### src/rtl/instruction_fetch.sv
// Fetch stage of the single-issue MIPS pipeline: owns the PC, drives the
// instruction memory address and fills the IF/ID register with stall/redirect/halt handling.
module instruction_fetch #(
  parameter logic [31:0] RESET_PC  = 32'h0000_0000,
  parameter logic [32:0] MEM_BYTES = 33'd64
) (
  input  logic        clock,
  input  logic        reset,
  output logic [31:0] pc,
  input  logic [31:0] instruction,
  input  logic        stall,
  input  logic        branch_taken,
  input  logic [31:0] branch_target,
  input  logic        jump,
  input  logic [25:0] jump_index,
  output logic [31:0] if_id_instruction,
  output logic [31:0] if_id_pc_plus4,
  output logic        if_id_valid,
  output logic        halted,
  output logic [31:0] fetch_count
);

  typedef enum logic {
    RUN  = 1'b0,
    HALT = 1'b1
  } state_t;

  state_t      state_reg, state_next;
  logic [31:0] pc_reg, pc_next;
  logic [31:0] ifid_instr_reg, ifid_instr_next;
  logic [31:0] ifid_pc4_reg, ifid_pc4_next;
  logic        ifid_valid_reg, ifid_valid_next;
  logic [31:0] count_reg, count_next;

  logic        redirect;
  logic [31:0] redirect_target;
  logic [31:0] pc_plus4;
  logic        pc_in_range;

  assign redirect    = jump | branch_taken;
  assign pc_plus4    = pc_reg + 32'd4;
  assign pc_in_range = ({1'b0, pc_reg} < MEM_BYTES);

  // Jump region comes from the PC+4 of the jump itself, which sits in IF/ID.
  always_comb begin
    if (jump) begin
      redirect_target = {ifid_pc4_reg[31:28], jump_index, 2'b00};
    end else begin
      redirect_target = branch_target & 32'hFFFF_FFFC;
    end
  end

  always_ff @(posedge clock or negedge reset) begin
    if (!reset) begin
      state_reg      <= RUN;
      pc_reg         <= RESET_PC;
      ifid_instr_reg <= 32'd0;
      ifid_pc4_reg   <= 32'd0;
      ifid_valid_reg <= 1'b0;
      count_reg      <= 32'd0;
    end else begin
      state_reg      <= state_next;
      pc_reg         <= pc_next;
      ifid_instr_reg <= ifid_instr_next;
      ifid_pc4_reg   <= ifid_pc4_next;
      ifid_valid_reg <= ifid_valid_next;
      count_reg      <= count_next;
    end
  end

  always_comb begin
    state_next      = state_reg;
    pc_next         = pc_reg;
    ifid_instr_next = ifid_instr_reg;
    ifid_pc4_next   = ifid_pc4_reg;
    ifid_valid_next = ifid_valid_reg;
    count_next      = count_reg;

    if (redirect) begin
      // No delay slots: the wrong-path word is dropped as a bubble.
      state_next      = RUN;
      pc_next         = redirect_target;
      ifid_instr_next = 32'd0;
      ifid_pc4_next   = 32'd0;
      ifid_valid_next = 1'b0;
    end else if (!stall) begin
      case (state_reg)
        RUN: begin
          if (pc_in_range) begin
            pc_next         = pc_plus4;
            ifid_instr_next = instruction;
            ifid_pc4_next   = pc_plus4;
            ifid_valid_next = 1'b1;
            count_next      = count_reg + 32'd1;
          end else begin
            state_next      = HALT;
            ifid_instr_next = 32'd0;
            ifid_pc4_next   = 32'd0;
            ifid_valid_next = 1'b0;
          end
        end
        HALT: begin
          ifid_instr_next = 32'd0;
          ifid_pc4_next   = 32'd0;
          ifid_valid_next = 1'b0;
        end
        default: begin
          state_next = RUN;
        end
      endcase
    end
  end

  assign pc                = pc_reg;
  assign if_id_instruction = ifid_instr_reg;
  assign if_id_pc_plus4    = ifid_pc4_reg;
  assign if_id_valid       = ifid_valid_reg;
  assign halted            = (state_reg == HALT);
  assign fetch_count       = count_reg;

endmodule

### config.mk
export PLATFORM = sky130hd
export DESIGN_NAME = instruction_fetch
export DESIGN_NICKNAME = d
export VERILOG_FILES = /design/src/rtl/instruction_fetch.sv
export SDC_FILE = /design/constraint.sdc
export NUM_CORES = 1
export LEC_CHECK = 0
export ABC_AREA = 1
export CAP_MARGIN = 20
export CORE_AREA = 8 8 127 129
export DETAILED_ROUTE_END_ITERATION = 10
export DIE_AREA = 0 0 135 137
export HOLD_SLACK_MARGIN = 0.15
export PLACE_DENSITY = 0.79
export SLEW_MARGIN = 5
export SYNTH_ARGS = -nofsm -noshare
export SYNTH_HDL_FRONTEND = slang
export SYNTH_SLANG_ARGS = --single-unit
### constraint.sdc
create_clock -name clock -period 3.4 [get_ports clock]
set_input_delay 1.02 -clock clock [delete_from_list [all_inputs] [get_ports clock]]
set_output_delay 1.02 -clock clock [all_outputs]
set_load 0.005 [all_outputs]
==> metrics.md, run 1 <==
| Metric | Value |
|---|---|
| Std-Cell Rows | `44` |
| Worst min-delay path class | `reg2reg` |
| Most common cell after layout, fill and taps aside | `nand2_1` |
| Global-route track usage on met2 | `35.2%` |
| Level count of the clock H-tree | `4` |
| CTS tree | `built` |
| Multi-input gate area | `2550 µm²` |
| Number of CTS-inserted buffers | `17` |
| Relative max-transition margin | `59.8%` |
| Minimum clock period after layout | `2.53 ns` |
| Count of hold-fix buffers inserted at cts | `0` |
| Average instance area after synthesis | `7.77 µm²` |
| Post-detailed-route count of antenna-violating nets | `0` |
| Maximum ir drop on the vdd rail | `0.365 mV` |
| Fraction of power spent switching nets | `22.4%` |
| Wire length of the first global-routing pass | `30700 µm` |
| Number of primary I/O pins | `225` |
| Relative contribution of combinational cells to total power | `9.1%` |
| Maximum number of pins on one net before global-route repair | `62` |
| Footprint of the flip-flops and latches | `3180 µm²` |
| Commonest cells after routing, fill and taps aside | `nand2_1, clkdlybuf4s50_1, dfrtp_1` |
| NumNets Final | `1104` |
| Synthesis-stage register bit count | `127` |
| Share of async-settable or async-resettable flops after synthesis | `100%` |
| Cell accounting for the most synthesized area | `dfrtp_1` |
| Count of filler cells inserted in the layout | `1232` |
| Detailed Place HPWL | `14100 µm` |
| Met3 GRT Util | `9.69%` |
| PwrDens | `421 nW/µm²` |
| Total number of vias | `5854` |
| Largest fanout on the critical path | `32` |
| Synth-to-layout area growth | `48.6%` |
| Total of max-cap violations | `0` |
| Clk_skew | `0.00829 ns` |
| CTS sink count | `127` |
| Iteration-0 DRC Markers | `412` |
| Post-route cell area | `9100 µm²` |
| Total Power Consumption | `3.83 mW` |
| Number of remaining DRC errors | `0` |
| Number of cells in the finished layout apart from fillers | `1203` |
| Routed Wire Length | `19200 µm` |
| Clk slew on worst S/H paths | `0.06 ns` |
| Share of layout cells above drive strength 1 | `8.05%` |
| Pre-antenna DRT Iters | `5` |
| Final period utilization | `74.5%` |
| Top-area cell type share of the netlist area | `51.9%` |
| Relative contribution of sequential cells to total power | `41.3%` |
| Total routing usage reported by global routing | `21.2%` |
| Wire per inst | `15.9 µm` |
| Number of enable flip-flop cells after synthesis | `0` |
| Synthesized instance count | `788` |
| Height of the chip | `137 µm` |
| Buffers on Ports | `220` |
| Number of endpoints with negative hold slack in the final report | `0` |
| Die outline width | `135 µm` |
| Int Pwr | `2.97 mW` |
| GRT Max-Usage Layer | `met2` |
| CP endpoint kind | `flip-flop` |
| Grt ovf | `0` |
| Final weighted congestion in routability-driven placement | `0.891` |
| RSZ-0062 raised after global routing | `false` |
| Setup TNS Final | `0 ns` |
| Final setup violation count | `0` |
| Core occupancy in the finished layout | `64.1%` |
| Worst endpoint required time | `3.70 ns` |
| Longest Clk Path Bufs | `2` |
| Core ar. | `14200 µm²` |
| Antenna cells | `0` |
| Max-slew violation count | `0` |
| Number of setup buffers added after CTS | `0` |
| Clock latency at the later pin of the worst-skew pair | `0.42 ns` |
| Post-CTS resize count | `0` |
| Initial antenna violation count | `0` |
| Most used DFF post-synth | `dfrtp_1` |
| Crit path arrival time | `2.83 ns` |
| Part of the total power dissipated in the clock network | `49.5%` |
| Overall die area | `18500 µm²` |
| Fraction of the yosys area taken by sequential cells | `51.9%` |
| Synthesis warning total | `0` |
| Area post-placement | `8490 µm²` |
| NetSw | `0.860 mW` |
| CP Launch Type | `primary input` |
| Cell variety after synth | `29` |
| Met1 track utilization from global routing | `23.7%` |
| Maximum clock rate | `395 MHz` |
| Run status | `completed` |
| Root buffer selected by CTS | `clkbuf_16` |
| Worst slew pin tran | `0.602 ns` |
| Placed cells | `1172` |
| Via count of the first global-routing pass | `6008` |
| Most area-consuming cells after synthesis | `dfrtp_1, nand2_1, nor2_1, nand3_1, inv_1` |
| Static Leak | `4.14 nW` |
| Starting Density | `43.1%` |
| Setup Crit Path Kind | `in2reg` |
| Detail-routed via count per cell | `4.87` |
| Total standard cell area after synthesis | `6120 µm²` |
[layer usage]
layer  wire length, µm  vias to the layer above
met2              9370                      227
li1                  -                     2876
met1              7510                     2722
met5                 0                        -
met4               315                        0
met3              1970                       29
[power groups by stage]
stage	Clock [mW]	Sequential [mW]	Combinational, mW
6_report	1.90	1.58	0.349
3_5_place_dp	0	1.61	0.353
4_1_cts	1.93	1.58	0.355
2_1_floorplan	0	1.61	0.101
3_3_place_gp	0	1.61	0.350
5_1_grt	2.00	1.59	0.387
[area by class of cell]
type	instances	share of cell area [%]
timing repair buffer	230	25.3
sequential	127	34.9
inverter	62	2.56
clock inverter	13	2.06
clock buffer	18	4.71
tap	184	2.53
multi-input combinational	569	28.0
[stage by stage]
| step | hold slack [ns] | setup slack [ns] |
|---|---|---|
| after floorplan | 0.472 | 1.40 |
| after global placement | 0.461 | 0.479 |
| after detailed placement | 0.466 | 0.476 |
| after CTS | 0.481 | 0.906 |
| after global routing | 0.495 | 0.703 |
| final | 0.477 | 0.869 |
[logic make-up after synthesis]
| family | after synthesis | synth area share [%] |
|---|---|---|
| and+or+nand+nor | 503 | 33.7 |
| DFF | 127 | 51.9 |
| buffers and inverters | 93 | 6.72 |
| AOI/OAI and AO/OA | 47 | 5.09 |
| xor gates and xnor gates | 15 | 2.14 |
| adders and majority gates | 2 | 0.409 |
| other | 1 | 0.0612 |
[path summary, 6_finish.rpt]
path                                                   start                                end  slack [ns]  cells past startpoint
setup / recovery                                        jump                  pc[6]$_DFFE_PN0P_        0.87                      8
hold / removal             if_id_instruction[28]$_DFFE_PN0N_  if_id_instruction[28]$_DFFE_PN0N_        0.48                      2
setup reg to reg                  fetch_count[0]$_DFFE_PN0P_        fetch_count[30]$_DFFE_PN0P_        1.57                     10
hold reg to reg            if_id_instruction[28]$_DFFE_PN0N_  if_id_instruction[28]$_DFFE_PN0N_        0.48                      2
max in group asynchronous                              reset   if_id_instruction[9]$_DFFE_PN0N_        1.99                      2
min in group asynchronous                              reset         fetch_count[4]$_DFFE_PN0P_        0.62                      1
[synth_stat cells (all sizes together) (2+ instances only)]
master / n
a22oi: 20
buf: 18
nand3: 46
xnor2: 4
dfrtp: 127
o21ai: 15
nor2: 99
or2: 8
clkbuf: 13
ha: 2
o211ai: 9
inv: 62
nand2: 347
xor2: 11
[critical path: stages]
cell and delay [ns]:
clkdlybuf4s50_1 0.43, inv_2 0.18, nand2_2 0.27, inv_1 0.14
buf_4 0.34, o21ai_1 0.25, nand2_1 0.13, nand2_1 0.06
No activity file was read; power rests on OpenSTA's default activity.
==> inputs of run 2 (changes only) <==
--- a/config.mk
+++ b/config.mk
@@ -7,11 +7,11 @@
 export LEC_CHECK = 0
 export ABC_AREA = 1
 export CAP_MARGIN = 20
-export CORE_AREA = 8 8 127 129
+export CORE_AREA = 8 8 132 134
 export DETAILED_ROUTE_END_ITERATION = 10
-export DIE_AREA = 0 0 135 137
+export DIE_AREA = 0 0 140 142
 export HOLD_SLACK_MARGIN = 0.15
-export PLACE_DENSITY = 0.79
+export PLACE_DENSITY = 0.76
 export SLEW_MARGIN = 5
 export SYNTH_ARGS = -nofsm -noshare
 export SYNTH_HDL_FRONTEND = slang
==> constraint.sdc (replaced) <==
create_clock -name clock -period 2.21 [get_ports clock]
set_input_delay 0.663 -clock clock [delete_from_list [all_inputs] [get_ports clock]]
set_output_delay 0.663 -clock clock [all_outputs]
set_load 0.005 [all_outputs]
==> run 2 against run 1 <==
Register-to-register slack got worse by 1.2 ns. Sequential share of layout area fell by 0.65 points. Via count fell by 0.79%. Non-clock buffer count rose by 11. Core utilization fell by 3.9 points. Highest routed layer unchanged. Critical endpoint is now fetch_count[21]. Largest power group unchanged.
==> metrics.md, run 2 (same netlist as run 1, synthesis figures left out) <==
| Metric | Value |
|---|---|
| Family with the most delay on the worst path | `buffers and inverters` |
| Total number of vias | `5808 (-0.79%)` |
| Iteration-0 DRC Markers | `316 (-23%)` |
| Footprint of the flip-flops and latches | `3180 µm² (unchanged)` |
| Antenna cells | `0 (unchanged)` |
| Setup Crit Path Kind | `reg2out` |
| Detailed Place HPWL | `14400 µm (+2.0%)` |
| Slowest-stage cell, CP | `clkdlybuf4s50_1` |
| Final setup violation count | `0 (unchanged)` |
| Minimum clock period after layout | `2.12 ns` |
| Pre-antenna DRT Iters | `4 (-1)` |
| Final period utilization | `96.1%` |
| Count of filler cells inserted in the layout | `1340 (+8.8%)` |
| Share of layout cells above drive strength 1 | `9.12% (+1.1 points)` |
| Critical path startpoint | `fetch_count[21]$_DFFE_PN0P_` |
| Crit path buf inv count | `1 (-3)` |
| Detail-routed via count per cell | `4.75 (-2.4%)` |
| Number of CTS-inserted buffers | `17 (unchanged)` |
| Worst r2r src | `fetch_count[0]$_DFFE_PN0P_` |
| Clk slew on worst S/H paths | `0.06 ns (about the same)` |
| Clock latency at the later pin of the worst-skew pair | `0.42 ns (about the same)` |
| Worst min-delay path class | `reg2reg` |
| Post-detailed-route count of antenna-violating nets | `0 (unchanged)` |
| Wire length of the first global-routing pass | `30600 µm (-0.34%)` |
| Number of primary I/O pins | `225 (unchanged)` |
| Buffers on Ports | `220 (unchanged)` |
| CP max stage delay | `0.56 ns (+0.13 ns)` |
| R2R Setup Slk | `0.40 ns (-1.17 ns)` |
| Std-Cell Rows | `46 (+4.5%)` |
| Ordered cell list for the critical path | `clkdlybuf4s50_1` |
| Final weighted congestion in routability-driven placement | `0.937 (+5.2%)` |
| Maximum number of pins on one net before global-route repair | `65 (+4.8%)` |
| NumNets Final | `1115 (+1.0%)` |
| Placed cells | `1190 (+1.5%)` |
| Post-CTS resize count | `0 (unchanged)` |
| Run status | `completed` |
| Die outline width | `140 µm (+3.7%)` |
| Synth-to-layout area growth | `51.5%` |
| Met3 GRT Util | `9.06% (-0.63 points)` |
| Met1 track utilization from global routing | `21.2% (-2.5 points)` |
| Total routing usage reported by global routing | `19.5% (-1.6 points)` |
| Height of the chip | `142 µm (+3.6%)` |
| Total of max-cap violations | `0 (unchanged)` |
| Number of setup buffers added after CTS | `0 (unchanged)` |
| Level count of the clock H-tree | `4 (unchanged)` |
| Routed Wire Length | `19200 µm (about the same)` |
| RSZ-0062 raised after global routing | `false` |
| Starting Density | `39.7% (-3.4 points)` |
| Worst endpoint required time | `1.55 ns (-2.15 ns)` |
| Worst Hold Launch | `if_id_instruction[16]$_DFFE_PN0N_` |
| Maximum clock rate | `471 MHz` |
| Largest fanout on the critical path | `6 (-81%)` |
| Global-route track usage on met2 | `33.1% (-2.1 points)` |
| Crit path arrival time | `1.46 ns (-1.37 ns)` |
| CTS tree | `built` |
| Number of cells in the finished layout apart from fillers | `1223 (+1.7%)` |
| Via count of the first global-routing pass | `5952 (-0.93%)` |
| Root buffer selected by CTS | `clkbuf_16` |
| Core ar. | `15400 µm² (+8.6%)` |
| Clk_skew | `0.0109 ns (+0.00261 ns)` |
| Max-slew violation count | `0 (unchanged)` |
| Maximum ir drop on the vdd rail | `0.519 mV (+42%)` |
| Grt ovf | `0 (unchanged)` |
| Longest Clk Path Bufs | `2 (unchanged)` |
| Commonest cells after routing, fill and taps aside | `nand2_1, clkdlybuf4s50_1, dfrtp_1` |
| Most common cell after layout, fill and taps aside | `nand2_1` |
| CP endpoint kind | `output port` |
| Overall die area | `19900 µm² (+7.5%)` |
| GRT Max-Usage Layer | `met2` |
| Wire per inst | `15.7 µm (-1.7%)` |
| Setup TNS Final | `0 ns (unchanged)` |
| CP Launch Type | `flip-flop` |
| Initial antenna violation count | `0 (unchanged)` |
| PwrDens | `647 nW/µm² (+54%)` |
| Number of endpoints with negative hold slack in the final report | `0 (unchanged)` |
| Static Leak | `4.24 nW (+2.2%)` |
| Number of remaining DRC errors | `0 (unchanged)` |
| Count of hold-fix buffers inserted at cts | `1 (+1)` |
| CTS sink count | `127 (unchanged)` |
| Multi-input gate area | `2550 µm² (unchanged)` |
[run 2: through the flow]
step | worst slack (ns) | util [%] | area (µm²) | hold WS [ns] | power [mW]
after floorplan | 0.569 | - | 6130 | 0.367 | 2.63
after global placement | 0.0739 | 56.0 | 8630 | 0.461 | 3.03
after detailed placement | 0.0360 | 56.0 | 8630 | 0.464 | 3.04
after CTS | 0.0650 | 60.1 | 9280 | 0.480 | 6.07
after global routing | 0.0270 | 60.1 | 9280 | 0.493 | 6.22
final | 0.0865 | 60.1 | 9280 | 0.476 | 6.00
[run 2: worst paths after layout]
check | depth (start not counted) | end
setup / recovery | 1 | fetch_count[21]
hold / removal | 2 | if_id_instruction[16]$_DFFE_PN0N_
setup reg to reg | 10 | fetch_count[30]$_DFFE_PN0P_
hold reg to reg | 2 | if_id_instruction[16]$_DFFE_PN0N_
max in group asynchronous | 3 | if_id_instruction[1]$_DFFE_PN0N_
min in group asynchronous | 2 | fetch_count[7]$_DFFE_PN0P_
[run 2: where the power goes]
group          total, mW  internal, mW  switching, mW
logic              0.553         0.325          0.228
clock network       3.01          1.90           1.11
registers           2.44          2.38         0.0586
total               6.00          4.61           1.40
[run 2: cell type report]
| class | instances | area share (%) |
|---|---|---|
| Clock buffer | 17 | 4.59 |
| Clock inverter | 15 | 2.24 |
| Inverter | 62 | 2.51 |
| Multi-Input combinational cell | 569 | 27.4 |
| Sequential cell | 127 | 34.3 |
| Tap cell | 192 | 2.59 |
| Timing Repair Buffer | 241 | 26.4 |
[run 2: layer usage]
| metal | wire [µm] | vias up |
|---|---|---|
| met5 | 0 | - |
| met4 | 306 | 0 |
| met3 | 1930 | 21 |
| met2 | 9420 | 205 |
| met1 | 7490 | 2688 |
| li1 | - | 2894 |
[run 2: tightest hold or removal path, cell delays in order (launching register included)]
cell	delay, ns
dfrtp_1	0.34
nand2_1	0.05
nand2_1	0.05
==> inputs of run 3 (changes only) <==
--- a/config.mk
+++ b/config.mk
@@ -8,6 +8,7 @@
 export ABC_AREA = 1
 export CAP_MARGIN = 20
 export CORE_AREA = 8 8 132 134
+export CTS_CLUSTER_SIZE = 25
 export DETAILED_ROUTE_END_ITERATION = 10
 export DIE_AREA = 0 0 140 142
 export HOLD_SLACK_MARGIN = 0.15
==> results of run 3 <==
The final DEF is identical to that of run 2; final timing and power are the same.
